===== config.mk =====
export PLATFORM = sky130hd
export DESIGN_NAME = axi_lite_wr_ctrl
export DESIGN_NICKNAME = d
export VERILOG_FILES = /design/src/rtl/axi_pkg.sv /design/src/rtl/axi_lite_wr_ctrl_beat_capture.sv /design/src/rtl/axi_lite_wr_ctrl.sv
export SDC_FILE = /design/constraint.sdc
export NUM_CORES = 1
export LEC_CHECK = 0
export CAP_MARGIN = 25
export CORE_MARGIN = 2
export CORE_UTILIZATION = 46
export CTS_CLUSTER_SIZE = 20
export DETAILED_ROUTE_END_ITERATION = 12
export PLACE_DENSITY = 0.83
export SETUP_SLACK_MARGIN = 0.02
export SYNTH_ARGS = -nofsm -noshare
export SYNTH_HDL_FRONTEND = slang
export SYNTH_SLANG_ARGS = --single-unit

===== constraint.sdc =====
create_clock -name ACLK -period 2 [get_ports ACLK]
set_input_delay 0.4 -clock ACLK [delete_from_list [all_inputs] [get_ports ACLK]]
set_output_delay 0.4 -clock ACLK [all_outputs]
set_load 0.02 [all_outputs]

===== src/rtl/axi_pkg.sv =====
// ----------------------------------------------------------------------------
// axi_pkg
// Shared AXI-Lite types for the slave's write controller (and the read
// controller that will reuse them).
//   resp_t     : B/R response codes.
//   wr_state_t : write sequencer states.
// ----------------------------------------------------------------------------
package axi_pkg;

   typedef enum logic [1:0] {
      OKAY   = 2'b00,
      EXOKAY = 2'b01,
      SLVERR = 2'b10,
      DECERR = 2'b11
   } resp_t;

   typedef enum logic [2:0] {
      IDLE,
      WAIT_W,
      WAIT_AW,
      DECODE,
      MEM_WR,
      RESP
   } wr_state_t;

endpackage


===== src/rtl/axi_lite_wr_ctrl_beat_capture.sv =====
// ----------------------------------------------------------------------------
// beat_capture
// Captures one beat from a receive-channel latch and holds that latch until
// the owning transaction is released.
// Ports:
//   clk_i, rst_ni : clock, asynchronous active-low reset
//   strobe_i      : one-cycle capture pulse from the channel latch
//   data_i        : channel payload, valid with strobe_i
//   release_i     : transaction finished; drop hold on the next edge
//   data_o        : registered payload
//   hold_o        : back-pressure to the channel latch
//   accept_o      : strobe taken this cycle (hold was low)
//   viol_o        : strobe arrived while held; beat is discarded
// ----------------------------------------------------------------------------
module beat_capture #(
   parameter int unsigned W = 8
) (
   input  logic         clk_i,
   input  logic         rst_ni,
   input  logic         strobe_i,
   input  logic [W-1:0] data_i,
   input  logic         release_i,
   output logic [W-1:0] data_o,
   output logic         hold_o,
   output logic         accept_o,
   output logic         viol_o
);

   logic [W-1:0] data_q;
   logic         hold_q, hold_d;

   assign accept_o = strobe_i & ~hold_q;
   assign viol_o   = strobe_i &  hold_q;
   assign data_o   = data_q;
   assign hold_o   = hold_q;

   // release_i only occurs while held, so it never collides with accept_o
   always_comb begin
      hold_d = hold_q;
      if (release_i)     hold_d = 1'b0;
      else if (accept_o) hold_d = 1'b1;
   end

   always_ff @(posedge clk_i or negedge rst_ni) begin
      if (!rst_ni) begin
         data_q <= '0;
         hold_q <= 1'b0;
      end else begin
         if (accept_o) data_q <= data_i;
         hold_q <= hold_d;
      end
   end

endmodule


===== src/rtl/axi_lite_wr_ctrl.sv =====
// ----------------------------------------------------------------------------
// axi_lite_wr_ctrl
// AXI-Lite write sequencer: pairs one AW beat with one W beat, performs a
// single memory write and returns the B response.
// Ports:
//   ACLK, ARESETn        : clock, asynchronous active-low reset
//   aw_strobe/aw_addr    : AW latch capture pulse and address
//   aw_hold              : holds the AW latch while a transaction is open
//   w_strobe/w_data      : W latch capture pulse and data
//   w_hold               : holds the W latch while a transaction is open
//   mem_we/addr/wdata    : write request, held until mem_ack or timeout
//   mem_ack              : memory accepted the write
//   BVALID/BREADY/BRESP  : write response channel
//   proto_err            : sticky, a strobe arrived on a held channel
// ----------------------------------------------------------------------------
module axi_lite_wr_ctrl
   import axi_pkg::*;
#(
   parameter int unsigned ADDR_W      = 8,
   parameter int unsigned DATA_W      = 8,
   parameter int unsigned MEM_DEPTH   = 16,
   parameter int unsigned ACK_TIMEOUT = 15
) (
   input  logic              ACLK,
   input  logic              ARESETn,
   input  logic              aw_strobe,
   input  logic [ADDR_W-1:0] aw_addr,
   output logic              aw_hold,
   input  logic              w_strobe,
   input  logic [DATA_W-1:0] w_data,
   output logic              w_hold,
   output logic              mem_we,
   output logic [ADDR_W-1:0] mem_addr,
   output logic [DATA_W-1:0] mem_wdata,
   input  logic              mem_ack,
   output logic              BVALID,
   input  logic              BREADY,
   output logic [1:0]        BRESP,
   output logic              proto_err
);

   localparam int unsigned CNT_W    = $clog2(ACK_TIMEOUT + 1);
   localparam logic [CNT_W-1:0] TMO_LAST = CNT_W'(ACK_TIMEOUT - 1);
   localparam logic [CNT_W-1:0] TMO_SAT  = CNT_W'(ACK_TIMEOUT);
   localparam logic [31:0]      DEPTH_L  = 32'(MEM_DEPTH);

   wr_state_t         state_q, state_d;
   logic [CNT_W-1:0]  cnt_q, cnt_d;
   resp_t             resp_q, resp_d;
   logic              perr_q, perr_d;

   logic              aw_acc, aw_viol, w_acc, w_viol, b_done;
   logic [ADDR_W-1:0] addr_r;
   logic [DATA_W-1:0] data_r;

   assign b_done = (state_q == RESP) && BREADY;

   beat_capture #(.W(ADDR_W)) u_aw_cap (
      .clk_i     (ACLK),
      .rst_ni    (ARESETn),
      .strobe_i  (aw_strobe),
      .data_i    (aw_addr),
      .release_i (b_done),
      .data_o    (addr_r),
      .hold_o    (aw_hold),
      .accept_o  (aw_acc),
      .viol_o    (aw_viol)
   );

   beat_capture #(.W(DATA_W)) u_w_cap (
      .clk_i     (ACLK),
      .rst_ni    (ARESETn),
      .strobe_i  (w_strobe),
      .data_i    (w_data),
      .release_i (b_done),
      .data_o    (data_r),
      .hold_o    (w_hold),
      .accept_o  (w_acc),
      .viol_o    (w_viol)
   );

   always_comb begin
      state_d = state_q;
      cnt_d   = cnt_q;
      resp_d  = resp_q;
      perr_d  = perr_q | aw_viol | w_viol;
      case (state_q)
         IDLE: begin
            if (aw_acc && w_acc) state_d = DECODE;
            else if (aw_acc)     state_d = WAIT_W;
            else if (w_acc)      state_d = WAIT_AW;
         end
         WAIT_W:  if (w_acc)  state_d = DECODE;
         WAIT_AW: if (aw_acc) state_d = DECODE;
         DECODE: begin
            cnt_d = '0;
            if (32'(addr_r) < DEPTH_L) begin
               state_d = MEM_WR;
            end else begin
               resp_d  = SLVERR;
               state_d = RESP;
            end
         end
         MEM_WR: begin
            // cnt_q counts ack-less cycles already spent; an ack in the final
            // allowed cycle wins over the timeout.
            if (mem_ack) begin
               resp_d  = OKAY;
               state_d = RESP;
            end else if (cnt_q >= TMO_LAST) begin
               resp_d  = SLVERR;
               cnt_d   = TMO_SAT;
               state_d = RESP;
            end else begin
               cnt_d = cnt_q + CNT_W'(1);
            end
         end
         RESP:    if (BREADY) state_d = IDLE;
         default: state_d = IDLE;
      endcase
   end

   always_ff @(posedge ACLK or negedge ARESETn) begin
      if (!ARESETn) begin
         state_q <= IDLE;
         cnt_q   <= '0;
         resp_q  <= OKAY;
         perr_q  <= 1'b0;
      end else begin
         state_q <= state_d;
         cnt_q   <= cnt_d;
         resp_q  <= resp_d;
         perr_q  <= perr_d;
      end
   end

   assign mem_we    = (state_q == MEM_WR);
   assign mem_addr  = addr_r;
   assign mem_wdata = data_r;
   assign BVALID    = (state_q == RESP);
   assign BRESP     = resp_q;
   assign proto_err = perr_q;

endmodule


# == Word level (Yosys, flattened, before mapping) ==
# Index checks and enable logic that the tools add are counted.
# word_totals
n_memories,0
rom_bits,0
mem_bits_rw,0
latch_bits,0
ff_bits,28
# classes
n_reduce_logical,9
n_mux,21
n_eq_ne,12
div,0
mul,0
order_cmp,2
shift,0
addsub,1
n_bitwise,8
# op_table
op,count
two-way mux 3 bit,8
one-hot mux 3 bit (6 select lines),1
< comparator 8 x 5 -> 1 bit (second input constant),1
two-way mux 4 bit,2
!= test 2 bit (second input constant),4
one-hot mux 4 bit (2 select lines),1
equality test 3 x 2 -> 1 bit (second input constant),2
equality test 3 bit (second input constant),2
two-way mux 2 bit,3
nonzero test 2 bit,3
two-way mux 1 bit,5
AND reduction 5 bit,1
adder 4 x 1 -> 4 bit (second input constant),1
bitwise AND 1 bit,4
>= comparator 4 bit (second input constant),1
!= test 4 bit (second input constant),1
one-hot mux 2 bit (2 select lines),1
equality test 3 x 1 -> 1 bit (second input constant),1
zero test 3 bit,1
!= test 3 x 1 -> 1 bit (second input constant),1
AND reduction 3 bit,1
logical AND 1 bit,2
!= test 2 x 1 -> 1 bit (second input constant),1
inverter 1 bit,2
2 further kinds,3

# == Depth between registers and ports, before layout ==
# Gate-level depths: netlist of the first run.
# depth
word_depth,6
depth_mapped,5
depth_no_buf,5

# == By module ==
# Synthesis of the first run repeated with hierarchy kept, for this count alone.
# unflattened
cells_unflattened,92
hier_area_um2,1277.5
# modules_own_cells
module,cells_per_inst,area_per_inst_um2,instances,seq_area_each_um2
beat_capture,22,385.4,2,225.2
axi_lite_wr_ctrl,48,506.7,1,225.2

# == Least setup slack after synthesis of the first run ==
# No wires, ideal clock.
# synth_timing
path_kind,register to output
start,register state_q[0]
end,output mem_we
path_stages_with_launch,4
setup_slack_ps,570
required_time_ps,1600
t_arrival_ps,1030
cell_sequence,dfrtp_1 -> buf_6 -> or3b_1 -> inv_1
# synth_between
elab_chain_cells,1
# synth_rtl
element,line,rtl
from (decl),axi_lite_wr_ctrl.sv:47,"wr_state_t state_q, state_d;"
from (signal assigned),axi_lite_wr_ctrl.sv:130,state_q <= state_d;
equality test 3 bit,axi_lite_wr_ctrl.sv:137,assign mem_we = (state_q == MEM_WR);
to (decl),axi_lite_wr_ctrl.sv:32,"output logic mem_we,"
# No other way between the ends.

# == Worst setup path after layout of the first run ==
# layout_timing
start,register state_q[0]
end,output BVALID
# layout_between
elab_chain_cells,1
# layout_rtl
element,line,rtl
equality test 3 bit,axi_lite_wr_ctrl.sv:140,assign BVALID = (state_q == RESP);
to (decl),axi_lite_wr_ctrl.sv:36,"output logic BVALID,"
# No other way between the ends.

==> results of run 1 <==
-- registers in the layout, summed over array words and instances, names as in the netlist --
name             flops
u_aw_cap.hold_o      1
u_w_cap.hold_o       1
state_q              3
proto_err            1
cnt_q                4
BRESP                1
u_aw_cap.data_o      8
u_w_cap.data_o       8
-- metrics by stage --
stage,instance area (sq um),total power (W),hold slack (ns)
5_1_grt,1700,0.00223,0.469
2_1_floorplan,1200,0.00140,0.104
3_5_place_dp,1670,0.00191,0.472
6_report,1700,0.00212,0.419
3_3_place_gp,1670,0.00185,0.459
4_1_cts,1700,0.00214,0.425
-- cell type report --
cell class,count,area [sq um]
multi-input combinational,55,465
timing repair buffer,51,485
sequential,27,677
fill,185,773
clock buffer,3,22.5
clock inverter,1,5.00
tap,30,37.5
inverter,3,11.3
-- worst register-to-register path, delay by kind of cell (launching register included) --
| kind | cells | cell delay [ns] |
|---|---|---|
| flops | 1 | 0.44 |
| fa+ha+maj | 1 | 0.19 |
| compound gates | 3 | 0.76 |
| buf+inv | 1 | 0.06 |
-- layout by cell type (no fill, tap or decap), types with 2 or more instances in the layout --
cell	count
dfrtp_1	26
buf_4	8
a21oi_1	3
nand4_1	2
nand2_1	4
ha_1	2
o21a_1	3
mux2i_1	2
clkdlybuf4s50_1	41
nand3b_1	2
inv_1	3
nor2_1	2
a31oi_1	2
clkbuf_4	3
mux2_2	16
-- routing by layer --
layer,GRT usage,vias to the layer above,part of all wire
li1,-,422,-
met3,0.0403,2,0.043
met5,0,-,0
met1,0.231,445,0.40
met4,0.0488,0,0.0046
met2,0.367,23,0.55
-- cell families (layout without fill, tap and decap cells) --
kind of cell	after synthesis	in the layout	synth area share
AO/OA/AOI/OAI	15	15	0.0909
multiplexers	18	18	0.167
AND/OR/NAND/NOR	19	19	0.104
adder cells (fa/ha/maj)	2	2	0.0209
flip-flops	27	27	0.564
other	1	1	0.00313
buffers and inverters	9	58	0.0491
-- path summary, 6_finish.rpt --
kind	startpoint	to	slack, ns	depth (start not counted)
min in group ACLK	cnt_q[3]	cnt_q[3]	0.50	2
max in group asynchronous	ARESETn	state_q[1]	1.30	2
max	state_q[0]	BVALID	0.09	4
max reg2reg	cnt_q[0]	state_q[0]	0.46	5
min	ARESETn	u_w_cap.data_o[0]	0.42	2
min reg2reg	cnt_q[3]	cnt_q[3]	0.50	2
-- repair_timing --
action                     CTS  global route
setup buffers                0             1
setup endpoints to repair    2             2
hold buffers                 0             0
resized for setup            5             3
-- report_power, final --
part | internal, W | switching [W]
logic | 0.000545 | 0.000457
clock network | 0.0000751 | 0.000162
registers | 0.000751 | 0.000132
total | 0.00137 | 0.000750
==> results.ini, run 1 <==
[run_status]
status=complete, no violations

[drt]
ant_nets=0
via_per_inst=5.25
wl_per_cell_um=15.5
vias=892
drc=0
drt-initial-drc-count=14
drt-total-wl_mm=2.63
first_pass_iters=4

[power]
vdd_ir_drop_max_v=0.00104
p_leak_nw=0.735
p_per_area_nw_per_um2=1240

[clock_network]
numCtsBuffers=3
clkTransAtPathRegs_ns=0.15
clock_sinks=27
clk_path_buf_depth=2
clk_latency_ns=0.33
htreeDepth=1
cts_root_buffer=clkbuf_4
tritoncts=yes

[yosys]
synth_top_cell_by_area=dfrtp_1
netlist_instances=91
ys_warn_count=0
synthFlopType=dfrtp_1
yosysMostFrequentCell=dfrtp_1
synthDistinctLibCells=31
synth_area_leaders=dfrtp_1 56%, mux2_2 15%, ha_1 2.1%, nor4b_4 2.0%, buf_6 1.9%
ys_ff_latch=27
synth_top_area_share=0.564
syn_area_per_cell_sq_um=13.2
yosys-top-cells-count=27 x dfrtp_1, 16 x mux2_2, 4 x nand2_1
ys_async_sr_fraction=1.00
netlist_area_sq_um=1200
seq_area_frac_synth=0.564
synth_nets=115
synth-edff-count=0

[worst_setup_path]
worst-path-buf-inv=2
crit_path_top_delay_cell=dfrtp_1
endpoint_kind=primary output
critPathLaunchType=register
cp_cell_sequence=buf_4 -> nor2b_2 -> and2_1 -> clkdlybuf4s15_1
worstPathMaxFanout=5
cp.required_ns=1.60
cp_data_arrival_time_ns=1.51
critPathTopFamily=buffers and inverters
slowest_delay_ns=0.43
critical_path_class=register to primary output

[final_layout]
postLayoutCoreUtil=0.688
area_growth_pct=42.3
nets=165
fin_cells=170
antennaDiodeCount=0
drive_gt1_frac=0.236

[grt]
grt_max_degree=28
grt_pass1_vias=930
grt_antenna_before_repair=0
grt_first_pass_wirelength_mm=4.13
grt-ovfl-total=0
grt_use_total=0.198

[timing]
rsz0062_at_grt=no
drv_slew=0
tns_ns=0
setup_viol=0
layout_setup_ws_ns=0.0928
final.period_utilization=0.954
worst_pin_slew_ns=0.610
slew_headroom=0.590
fin_skew_ns=0.00470
max_freq_ghz=0.524
finalHoldViolations=0
post-route-min-period_ns=1.91

[placed_design]
hpwl_mm=2.06
port_buffers=43
dp.cells=165
pre_cts_slack_ns=0.0915
place_congestion=0.675

[floorplanning]
rows=18
die_h_um=55.0
chipWidth_um=55.0
start_util=0.483
io_pins=45
dieArea_sq_um=3030
core_sq_um=2480

[job]
maxCapViolCount=0

[min_path]
worstHoldPathType=input pin to asynchronous set/reset pin

(Power assumes the default switching activity.)
==> run 2: changes to the inputs <==
--- a/config.mk
+++ b/config.mk
@@ -6,7 +6,7 @@
 export NUM_CORES = 1
 export LEC_CHECK = 0
 export CAP_MARGIN = 25
-export CORE_MARGIN = 2
+export CORE_MARGIN = 3
 export CORE_UTILIZATION = 46
 export CTS_CLUSTER_SIZE = 20
 export DETAILED_ROUTE_END_ITERATION = 12
==> results.ini, run 2 (synthesized netlist as in run 1, its figures left out) <==
[run_status]
status=complete, no violations

[power]
intPower_w=0.00137  ; -0.22%
p_seq_frac=0.421  ; +0.005
switchingPower_w=0.000730  ; -2.7%
p_per_area_nw_per_um2=1250  ; +0.60%
pwr-share-comb=0.473  ; about the same
p_leak_nw=0.721  ; -1.9%
vdd_ir_drop_max_v=0.000795  ; -23%
switching_share=0.348  ; -0.00570
pwr-share-clk=0.106  ; -0.006

[clock_network]
clkTransAtPathRegs_ns=0.13  ; -0.02 ns
tritoncts=yes
cts_root_buffer=clkbuf_4
clock_sinks=27  ; unchanged
htreeDepth=1  ; unchanged
postCtsHoldBufs=0  ; unchanged
post_cts_buffers=0  ; unchanged
clk_latency_ns=0.31  ; -0.02 ns
clk_path_buf_depth=2  ; unchanged
numCtsBuffers=3  ; unchanged

[final_layout]
nets=162  ; -1.8%
area_growth_pct=39.9
postLayoutCoreUtil=0.716  ; +0.0282
fin_cells=165  ; -2.9%
final_common_cell=clkdlybuf4s50_1
final_cell_mix=41 x clkdlybuf4s50_1, 27 x dfrtp_1, 16 x mux2_2, 5 x buf_4, 4 x nand2_1
antennaDiodeCount=0  ; unchanged
drive_gt1_frac=0.204  ; -0.0313

[drt]
drt-total-wl_mm=2.55  ; -3.2%
drc=0  ; unchanged
vias=884  ; -0.90%
ant_nets=0  ; unchanged
drt-initial-drc-count=6  ; -8
wl_per_cell_um=15.4  ; -0.30%
first_pass_iters=2  ; -2
via_per_inst=5.36  ; +2.1%

[grt]
grt_max_degree=28  ; unchanged
grt_pass1_vias=945  ; +1.6%
grt_antenna_before_repair=0  ; unchanged
grt_first_pass_wirelength_mm=4.35  ; +5.2%
grt_use_total=0.167  ; -0.0309
grt-ovfl-total=0  ; unchanged

[timing]
tns_ns=0  ; unchanged
finalHoldViolations=0  ; unchanged
fin_skew_ns=0.00253  ; -0.00218 ns
rsz0062_at_grt=no
post-route-min-period_ns=1.78  ; -0.126 ns
final.period_utilization=0.891  ; -0.0630
setup_viol=0  ; unchanged
drv_slew=0  ; unchanged
max_freq_ghz=0.561  ; +7.1%

[worst_setup_path]
critPathTopFamily=flip-flops
crit_start=state_q[0]
cp_cell_sequence=or3b_1 -> inv_1 -> clkbuf_2
cp.required_ns=1.60  ; about the same
rr_endpoint=state_q[0]
crit_path_top_delay_cell=dfrtp_1
r2r_slack_ns=0.42  ; -0.04 ns
r2r.worst_path.cells=4  ; -1
worst-path-buf-inv=2  ; unchanged
worstPathMaxFanout=4  ; -1
critPathLaunchType=register
regToRegStartpoint=state_q[1]
critical_path_class=register to primary output
slowest_delay_ns=0.42  ; about the same
endpoint_kind=primary output
cp_data_arrival_time_ns=1.38  ; -0.13 ns

[placed_design]
dp.cells=161  ; -2.4%
place_congestion=0.805  ; +19%
hpwl_mm=1.99  ; -3.5%
port_buffers=43  ; unchanged

[floorplanning]
chipWidth_um=57.0  ; +3.6%
io_pins=45  ; unchanged
dieArea_sq_um=3250  ; +7.4%
rows=17  ; -1
start_util=0.512  ; +0.0284
core_sq_um=2340  ; -5.6%
die_h_um=57.0  ; +3.6%

[min_path]
worstHoldPathType=input pin to asynchronous set/reset pin

[job]
maxCapViolCount=0  ; unchanged

[run 2: metal layers]
metal	track usage	vias to the layer above	wire, um
met5	0	-	0
met4	0.00993	0	0
met3	0.0317	0	96
met2	0.310	19	1390
met1	0.210	450	1060
li1	-	415	-
[run 2: worst register-to-register path, cell delays in order, from the launching register on]
cell,delay (ns)
dfrtp_1,0.43
buf_4,0.18
nor4b_4,0.47
a32oi_1,0.13
a22o_1,0.27
[run 2: final cells by class]
cell class	count	area, sq um
Sequential cell	27	676
Fill cell	175	664
Multi-Input combinational cell	55	465
Timing Repair Buffer	48	462
Tap cell	28	35.0
Clock buffer	4	26.3
Inverter	3	11.3
[run 2: worst max-delay path by stage]
| stage | endpoint | cells after the start |
|---|---|---|
| 6_report | mem_we | 3 |
| 5_1_grt | mem_we | 3 |
| 4_1_cts | mem_we | 3 |
| 3_5_place_dp | mem_we | 3 |
| 3_3_place_gp | mem_we | 3 |
| 2_1_floorplan | mem_we | 3 |
[run 2: power by group through the flow]
stage	Combinational [W]	Clock [W]	Sequential (W)
final	0.000992	0.000223	0.000883
after global routing	0.00105	0.000260	0.000918
after CTS	0.00101	0.000236	0.000886
after detailed placement	0.00100	0	0.000895
after global placement	0.000981	0	0.000882
after floorplan	0.000298	0	0.00110
[run 2: what timing repair did]
item                       in CTS  in global routing
pin swaps                       0                  0
resized for setup               3                  2
setup endpoints to repair       2                  1
[run 2: through the flow]
step	setup WS [ns]	power, W	area [sq um]	hold WS, ns
after floorplan	0.570	0.00140	1200	0.104
after global routing	0.131	0.00223	1680	0.443
after detailed placement	0.137	0.00190	1650	0.465
after CTS	0.0430	0.00213	1680	0.445
after global placement	0.147	0.00186	1650	0.458
final	0.219	0.00210	1680	0.443
